`config.mk`:
```
export PLATFORM = sky130hd
export DESIGN_NAME = stepper_motion_ctrl
export DESIGN_NICKNAME = d
export VERILOG_FILES = /design/src/rtl/stepper_motion_ctrl.sv
export SDC_FILE = /design/constraint.sdc
export NUM_CORES = 1
export LEC_CHECK = 0
export BUFFER_PORTS_ARGS = -buffer_cell sky130_fd_sc_hd__buf_2
export CAP_MARGIN = 20
export CORE_MARGIN = 5
export CORE_UTILIZATION = 40
export CTS_CLUSTER_SIZE = 25
export DETAILED_ROUTE_END_ITERATION = 10
export GPL_ROUTABILITY_DRIVEN = 0
export PLACE_DENSITY = 0.53
export SYNTH_ARGS = -nofsm -noshare
export SYNTH_HDL_FRONTEND = slang
export SYNTH_SLANG_ARGS = --single-unit
```
`constraint.sdc`:
```
create_clock -name clk -period 6.25 [get_ports clk]
set_input_delay 0.9375 -clock clk [delete_from_list [all_inputs] [get_ports clk]]
set_output_delay 0.9375 -clock clk [all_outputs]
set_load 0.01 [all_outputs]
```
`src/rtl/stepper_motion_ctrl.sv`:
```
// Trapezoidal step-rate generator for one stepper channel.
// It takes a signed relative move and emits step pulses with a direction
// level. The step interval ramps linearly from PERIOD_MAX down to
// PERIOD_MIN, then back up so that the move ends at the start speed.
// It also keeps the absolute step position.
module stepper_motion_ctrl #(
    parameter int STEP_W     = 16,
    parameter int POS_W      = 32,
    parameter int PER_W      = 20,
    parameter int PERIOD_MAX = 50000,
    parameter int PERIOD_MIN = 5000,
    parameter int ACCEL_STEP = 500
) (
    input  logic                    clk,
    input  logic                    reset,
    input  logic                    cmd_valid,
    output logic                    cmd_ready,
    input  logic signed [STEP_W-1:0] cmd_steps,
    input  logic                    abort,
    input  logic                    pos_zero,
    output logic                    step_en,
    output logic                    dir,
    output logic                    busy,
    output logic                    done,
    output logic signed [POS_W-1:0]  position
);

    typedef enum logic {IDLE, MOVE} state_t;

    localparam logic [PER_W-1:0] P_MAX   = PER_W'(PERIOD_MAX);
    localparam logic [PER_W-1:0] P_MAX_1 = PER_W'(PERIOD_MAX - 1);
    // Widened by one bit so the ramp arithmetic can never wrap.
    localparam logic [PER_W:0]   P_MAXW  = (PER_W+1)'(PERIOD_MAX);
    localparam logic [PER_W:0]   ACC_W   = (PER_W+1)'(ACCEL_STEP);
    localparam logic [PER_W:0]   ACC_MIN = (PER_W+1)'(PERIOD_MIN + ACCEL_STEP);

    state_t              state_q, state_d;
    logic [PER_W-1:0]    timer_q, timer_d;
    logic [PER_W-1:0]    period_q, period_d;
    logic [STEP_W:0]     ramp_q, ramp_d;
    logic [STEP_W:0]     remaining_q, remaining_d;
    logic                dir_q, dir_d;
    logic                done_q, done_d;
    logic [POS_W-1:0]    position_q, position_d;

    logic signed [STEP_W:0] cmd_ext;
    logic [STEP_W:0]        cmd_abs;
    logic [STEP_W:0]        rem_dec;
    logic [PER_W:0]         per_up;
    logic [PER_W-1:0]       per_next;
    logic                   step_fire;

    // Next-state, ramp schedule and position update.
    always_comb begin
        state_d     = state_q;
        timer_d     = timer_q;
        period_d    = period_q;
        ramp_d      = ramp_q;
        remaining_d = remaining_q;
        dir_d       = dir_q;
        done_d      = 1'b0;
        position_d  = position_q;
        per_next    = period_q;

        // Sign-extend by one bit so the magnitude of the most negative count fits.
        cmd_ext = {cmd_steps[STEP_W-1], cmd_steps};
        cmd_abs = cmd_steps[STEP_W-1] ? unsigned'(-cmd_ext) : unsigned'(cmd_ext);
        rem_dec = remaining_q - 1'b1;
        per_up  = {1'b0, period_q} + ACC_W;

        // An abort in the same cycle suppresses the step that was due.
        step_fire = (state_q == MOVE) && (timer_q == '0) && !abort;

        unique case (state_q)
            IDLE: begin
                if (pos_zero) position_d = '0;
                if (cmd_valid) begin
                    dir_d       = !cmd_steps[STEP_W-1];
                    remaining_d = cmd_abs;
                    period_d    = P_MAX;
                    ramp_d      = '0;
                    timer_d     = P_MAX_1;
                    if (cmd_abs == '0) done_d  = 1'b1;
                    else               state_d = MOVE;
                end
            end
            MOVE: begin
                if (abort) begin
                    state_d = IDLE;
                    done_d  = 1'b1;
                end else if (timer_q == '0) begin
                    position_d = position_q + (dir_q ? POS_W'(1) : {POS_W{1'b1}});
                    if (rem_dec == '0) begin
                        state_d     = IDLE;
                        done_d      = 1'b1;
                        remaining_d = '0;
                    end else begin
                        remaining_d = rem_dec;
                        // Start slowing once the steps left equal the steps spent speeding up.
                        if (rem_dec <= ramp_q) begin
                            per_next = (per_up > P_MAXW) ? P_MAX : per_up[PER_W-1:0];
                            ramp_d   = ramp_q - 1'b1;
                        end else if ({1'b0, period_q} >= ACC_MIN) begin
                            per_next = period_q - ACC_W[PER_W-1:0];
                            ramp_d   = ramp_q + 1'b1;
                        end
                        period_d = per_next;
                        timer_d  = per_next - 1'b1;
                    end
                end else begin
                    timer_d = timer_q - 1'b1;
                end
            end
            default: state_d = IDLE;
        endcase
    end

    // State registers with synchronous reset.
    always_ff @(posedge clk) begin
        if (reset) begin
            state_q     <= IDLE;
            timer_q     <= '0;
            period_q    <= P_MAX;
            ramp_q      <= '0;
            remaining_q <= '0;
            dir_q       <= 1'b1;
            done_q      <= 1'b0;
            position_q  <= '0;
        end else begin
            state_q     <= state_d;
            timer_q     <= timer_d;
            period_q    <= period_d;
            ramp_q      <= ramp_d;
            remaining_q <= remaining_d;
            dir_q       <= dir_d;
            done_q      <= done_d;
            position_q  <= position_d;
        end
    end

    assign cmd_ready = (state_q == IDLE);
    assign busy      = (state_q == MOVE);
    assign step_en   = step_fire;
    assign dir       = dir_q;
    assign done      = done_q;
    assign position  = signed'(position_q);

endmodule
```
==> metrics.json <==
{
  "r2r_start": {"value": "remaining_q[8]$_SDFFE_PP0P_"},
  "cpPeakStageDelay": {"value": 0.45, "unit": "ns"},
  "final_period_utilization": {"value": 0.917},
  "worst_r2r_path_depth": {"value": 23},
  "setup_ws": {"value": 0.519, "unit": "ns"},
  "hold_buffers": {"value": 0},
  "row_count": {"value": 56},
  "max-clock-path-buffers": {"value": 2},
  "finalHoldWorstSlack": {"value": 0.465, "unit": "ns"},
  "cts_sinks": {"value": 109},
  "path_cells": {"value": "or3_1, or3_1, or3_1, xor2_1, inv_1, ha_1, nand2_1, o21ai_0, a2111o_1, nand2_1, clkinv_1, fa_1, nor2b_1, o21ai_0, a21boi_0, o41a_1, nand2_1, a31oi_1, a211o_1, a21oi_1, xnor2_1, nand2b_1, mux2i_1"},
  "placeableCoreArea": {"value": 23500, "unit": "µm²"},
  "synth_top_flop_cell": {"value": "sky130_fd_sc_hd__dfxtp_1"},
  "fill_cells": {"value": 2473},
  "clk-insertion-delay-late": {"value": 0.36, "unit": "ns"},
  "hpwl_detailed": {"value": 20.6, "unit": "mm"},
  "cts.root.buffer_cell": {"value": "sky130_fd_sc_hd__clkbuf_16"},
  "clock_tree_from_tritoncts": {"value": "done"},
  "grt_pass1_vias": {"value": 8715},
  "mostFrequentLayoutCells": {"value": "sky130_fd_sc_hd__nor2_1, sky130_fd_sc_hd__dfxtp_1, sky130_fd_sc_hd__nand2_1"},
  "status": {"value": "complete, no violations"},
  "timing.final.max_slew_violations": {"value": 0},
  "area.sequential": {"value": 2180, "unit": "µm²"},
  "cp.arrival": {"value": 6.02, "unit": "ns"},
  "starting_density_of_the_core": {"value": 0.405},
  "power.static_leakage": {"value": 4.22, "unit": "nW"},
  "worst_hold_path_endpoint": {"value": "position[31]$_SDFFE_PP0P_"},
  "worst_ir_drop_vdd": {"value": 0.207, "unit": "mV"},
  "min_path_type": {"value": "flip-flop to flip-flop"},
  "ys_types": {"value": 85},
  "max_cap_violations": {"value": 0},
  "route.vias.total": {"value": 9250},
  "final_common_cell": {"value": "sky130_fd_sc_hd__nor2_1"},
  "power_per_cell_area": {"value": 229, "unit": "nW/µm²"},
  "tightestPinTransition": {"value": 0.823, "unit": "ns"},
  "maxClockFrequency": {"value": 174, "unit": "MHz"},
  "n_antenna_cell": {"value": 0},
  "antenna_violating_nets_post_route": {"value": 0},
  "setup_total_negative_slack": {"value": 0, "unit": "ns"},
  "syn_to_final_growth": {"value": 9.33, "unit": "%"},
  "gr-total-overflow": {"value": 0},
  "cpMaxStageDelayCell": {"value": "sky130_fd_sc_hd__or3_1"},
  "mappedNetlistNets": {"value": 1369},
  "final_cell_count_no_fill": {"value": 1624},
  "setup_slack_at_placement": {"value": 0.504, "unit": "ns"},
  "grt_first_pass_wirelength": {"value": 45.3, "unit": "mm"},
  "netlist_area_before_placement": {"value": 9520, "unit": "µm²"},
  "routed_wire_length_per_instance": {"value": 17.0, "unit": "µm"},
  "syn-instance-count": {"value": 1277},
  "drcViolationCount": {"value": 0},
  "multi_input_area": {"value": 6900, "unit": "µm²"},
  "htree_levels": {"value": 3},
  "die-height": {"value": 164, "unit": "µm"},
  "setup_viol_count_final": {"value": 0},
  "number_of_flip_flops_and_latches_in_the_synthesized_netlist": {"value": 109},
  "cp_data_required_time": {"value": 6.54, "unit": "ns"},
  "post-synth-top-area-cell": {"value": "sky130_fd_sc_hd__dfxtp_1"},
  "final_net_count": {"value": 1392},
  "number_of_iterations_in_the_first_detailed_routing_pass": {"value": 5},
  "async_flop_share": {"value": 0},
  "vias_per_cell": {"value": 5.70},
  "maxSlewHeadroom": {"value": 0.450},
  "worst-path-max-fanout": {"value": 8},
  "placed_cells_incl_taps": {"value": 1608},
  "worstSetupStartpointType": {"value": "flip-flop"},
  "layout_min_cycle_time": {"value": 5.73, "unit": "ns"},
  "antenna_violations_before_repair": {"value": 1},
  "min_from": {"value": "position[31]$_SDFFE_PP0P_"},
  "drive_above_1_share": {"value": 0.0981},
  "num_io_pins": {"value": 58},
  "worstHoldPathCells": {"value": 1},
  "crit_path_end_kind": {"value": "flip-flop"},
  "rrSetupSlack": {"value": 0.52, "unit": "ns"},
  "synth.area.top_cells": {"value": "sky130_fd_sc_hd__dfxtp_1, sky130_fd_sc_hd__ha_1, sky130_fd_sc_hd__xnor2_1, sky130_fd_sc_hd__a21oi_1, sky130_fd_sc_hd__nor2_1"},
  "global_route_usage_sum": {"value": 0.205},
  "synth_top_cell_area_share": {"value": 0.229},
  "hold_viol_final": {"value": 0},
  "worstReg2RegEnd": {"value": "ramp_q[16]$_SDFFE_PP0P_"},
  "die_area": {"value": 27000, "unit": "µm²"},
  "post-route-util": {"value": 0.443},
  "category_of_the_most_critical_setup_path": {"value": "flip-flop to flip-flop"},
  "number_of_input_and_output_port_buffers_inserted": {"value": 57},
  "synth.yosys.warnings": {"value": 0},
  "numCtsBuffers": {"value": 9},
  "cts.repair.resized": {"value": 0},
  "final.setup_skew": {"value": 0.0114, "unit": "ns"},
  "mean_instance_size_in_the_synthesized_netlist": {"value": 7.45, "unit": "µm²"},
  "wl": {"value": 27.6, "unit": "mm"},
  "grt_setup_unrepaired": {"value": "false"},
  "chipWidth": {"value": 164, "unit": "µm"},
  "grt_start_max_net_pins": {"value": 47},
  "post_cts_buffers": {"value": 0},
  "drt_iter0_markers": {"value": 617},
  "synth-edff-count": {"value": 0},
  "synth_seq_area_share": {"value": 0.229},
  "cts.clk_slew.worst_paths": {"value": 0.08, "unit": "ns"}
}
-- per-stage QoR --
| stage | total power [mW] | instance area, µm² |
|---|---|---|
| 2_1_floorplan | 1.53 | 9520 |
| 3_3_place_gp | 1.78 | 10100 |
| 3_5_place_dp | 1.79 | 10100 |
| 4_1_cts | 2.40 | 10400 |
| 5_1_grt | 2.56 | 10400 |
| 6_report | 2.38 | 10400 |
-- how the worst max path moves through the flow --
stage | depth (start not counted) | end | slack, ns | startpoint
after floorplan | 19 | timer_q[18]$_SDFFE_PP0P_ | 0.48 | remaining_q[8]$_SDFFE_PP0P_
after global placement | 17 | timer_q[18]$_SDFFE_PP0P_ | 0.68 | remaining_q[2]$_SDFFE_PP0P_
after detailed placement | 17 | timer_q[18]$_SDFFE_PP0P_ | 0.50 | remaining_q[2]$_SDFFE_PP0P_
after CTS | 22 | ramp_q[16]$_SDFFE_PP0P_ | 0.47 | remaining_q[2]$_SDFFE_PP0P_
after global routing | 23 | ramp_q[16]$_SDFFE_PP0P_ | 0.03 | remaining_q[8]$_SDFFE_PP0P_
final | 23 | ramp_q[16]$_SDFFE_PP0P_ | 0.52 | remaining_q[8]$_SDFFE_PP0P_
-- layer usage --
metal | GRT usage | wire (µm) | vias to the layer above | share of wire
met3 | 0.0309 | 1330 | 29 | 0.048
li1 | - | - | 4725 | -
met1 | 0.293 | 13600 | 4300 | 0.49
met5 | 0 | 13 | - | 0.00047
met2 | 0.324 | 12300 | 194 | 0.44
met4 | 0.0477 | 405 | 2 | 0.015
-- report_power, final --
part	switching (mW)	internal [mW]	leakage, nW
combinational	0.632	0.394	3.18
sequential	0.0335	0.719	0.885
clock	0.286	0.316	0.149
-- critical path, delay by kind of cell, from the launching register on --
family | cells | cell delay [ns]
and+or+nand+nor | 8 | 1.93
AOI/OAI and AO/OA | 8 | 1.90
adders and majority gates | 2 | 0.72
DFF | 1 | 0.38
xor gates and xnor gates | 2 | 0.36
buffers and inverters | 2 | 0.26
muxes | 1 | 0.12
-- layout make-up --
class | instances | share of cell area
clock buffer | 10 | 0.0220
inverter | 54 | 0.0195
timing repair buffer | 75 | 0.0406
clock inverter | 6 | 0.00661
multi-input combinational | 1051 | 0.663
sequential | 109 | 0.210
tap | 319 | 0.0384
-- Yosys cell counts, types with 6 or more instances --
| library cell | n |
|---|---|
| sky130_fd_sc_hd__nor2_1 | 133 |
| sky130_fd_sc_hd__dfxtp_1 | 109 |
| sky130_fd_sc_hd__nand2_1 | 108 |
| sky130_fd_sc_hd__a21oi_1 | 103 |
| sky130_fd_sc_hd__ha_1 | 69 |
| sky130_fd_sc_hd__xnor2_1 | 68 |
| sky130_fd_sc_hd__o21ai_0 | 61 |
| sky130_fd_sc_hd__clkbuf_1 | 55 |
| sky130_fd_sc_hd__inv_1 | 52 |
| sky130_fd_sc_hd__nor3_1 | 49 |
| sky130_fd_sc_hd__nand3_1 | 42 |
| sky130_fd_sc_hd__xor2_1 | 35 |
| sky130_fd_sc_hd__a22oi_1 | 32 |
| sky130_fd_sc_hd__or3_1 | 25 |
| sky130_fd_sc_hd__nand4_1 | 24 |
| sky130_fd_sc_hd__a211oi_1 | 23 |
| sky130_fd_sc_hd__a21o_1 | 19 |
| sky130_fd_sc_hd__a31oi_1 | 17 |
| sky130_fd_sc_hd__nor4_1 | 17 |
| sky130_fd_sc_hd__nand2b_1 | 15 |
| sky130_fd_sc_hd__or2_2 | 14 |
| sky130_fd_sc_hd__a22o_1 | 12 |
| sky130_fd_sc_hd__and2_1 | 12 |
| sky130_fd_sc_hd__o31ai_1 | 11 |
| sky130_fd_sc_hd__mux2i_1 | 10 |
| sky130_fd_sc_hd__nor2b_1 | 10 |
| sky130_fd_sc_hd__o21a_1 | 10 |
| sky130_fd_sc_hd__and3_1 | 9 |
| sky130_fd_sc_hd__or4_1 | 9 |
| sky130_fd_sc_hd__nand3b_1 | 8 |
| sky130_fd_sc_hd__o21bai_1 | 6 |
| sky130_fd_sc_hd__o41ai_1 | 6 |
-- registers in the layout (all words and copies together), names as in the netlist --
register     cells
dir              1
remaining_q     17
period_q        20
busy             1
timer_q         20
position        32
ramp_q          17
done             1
-- cell families (layout without fill, tap and decap cells) --
kind of cell,count (synthesis),count (layout),share of synthesized area
simple gates,495,495,0.260
compound gates,372,372,0.263
buf+inv,117,145,0.0472
flops,109,109,0.229
xor+xnor,103,103,0.0948
fa+ha+maj,71,71,0.0949
mux,10,10,0.0105
(Power assumes the default switching activity.)
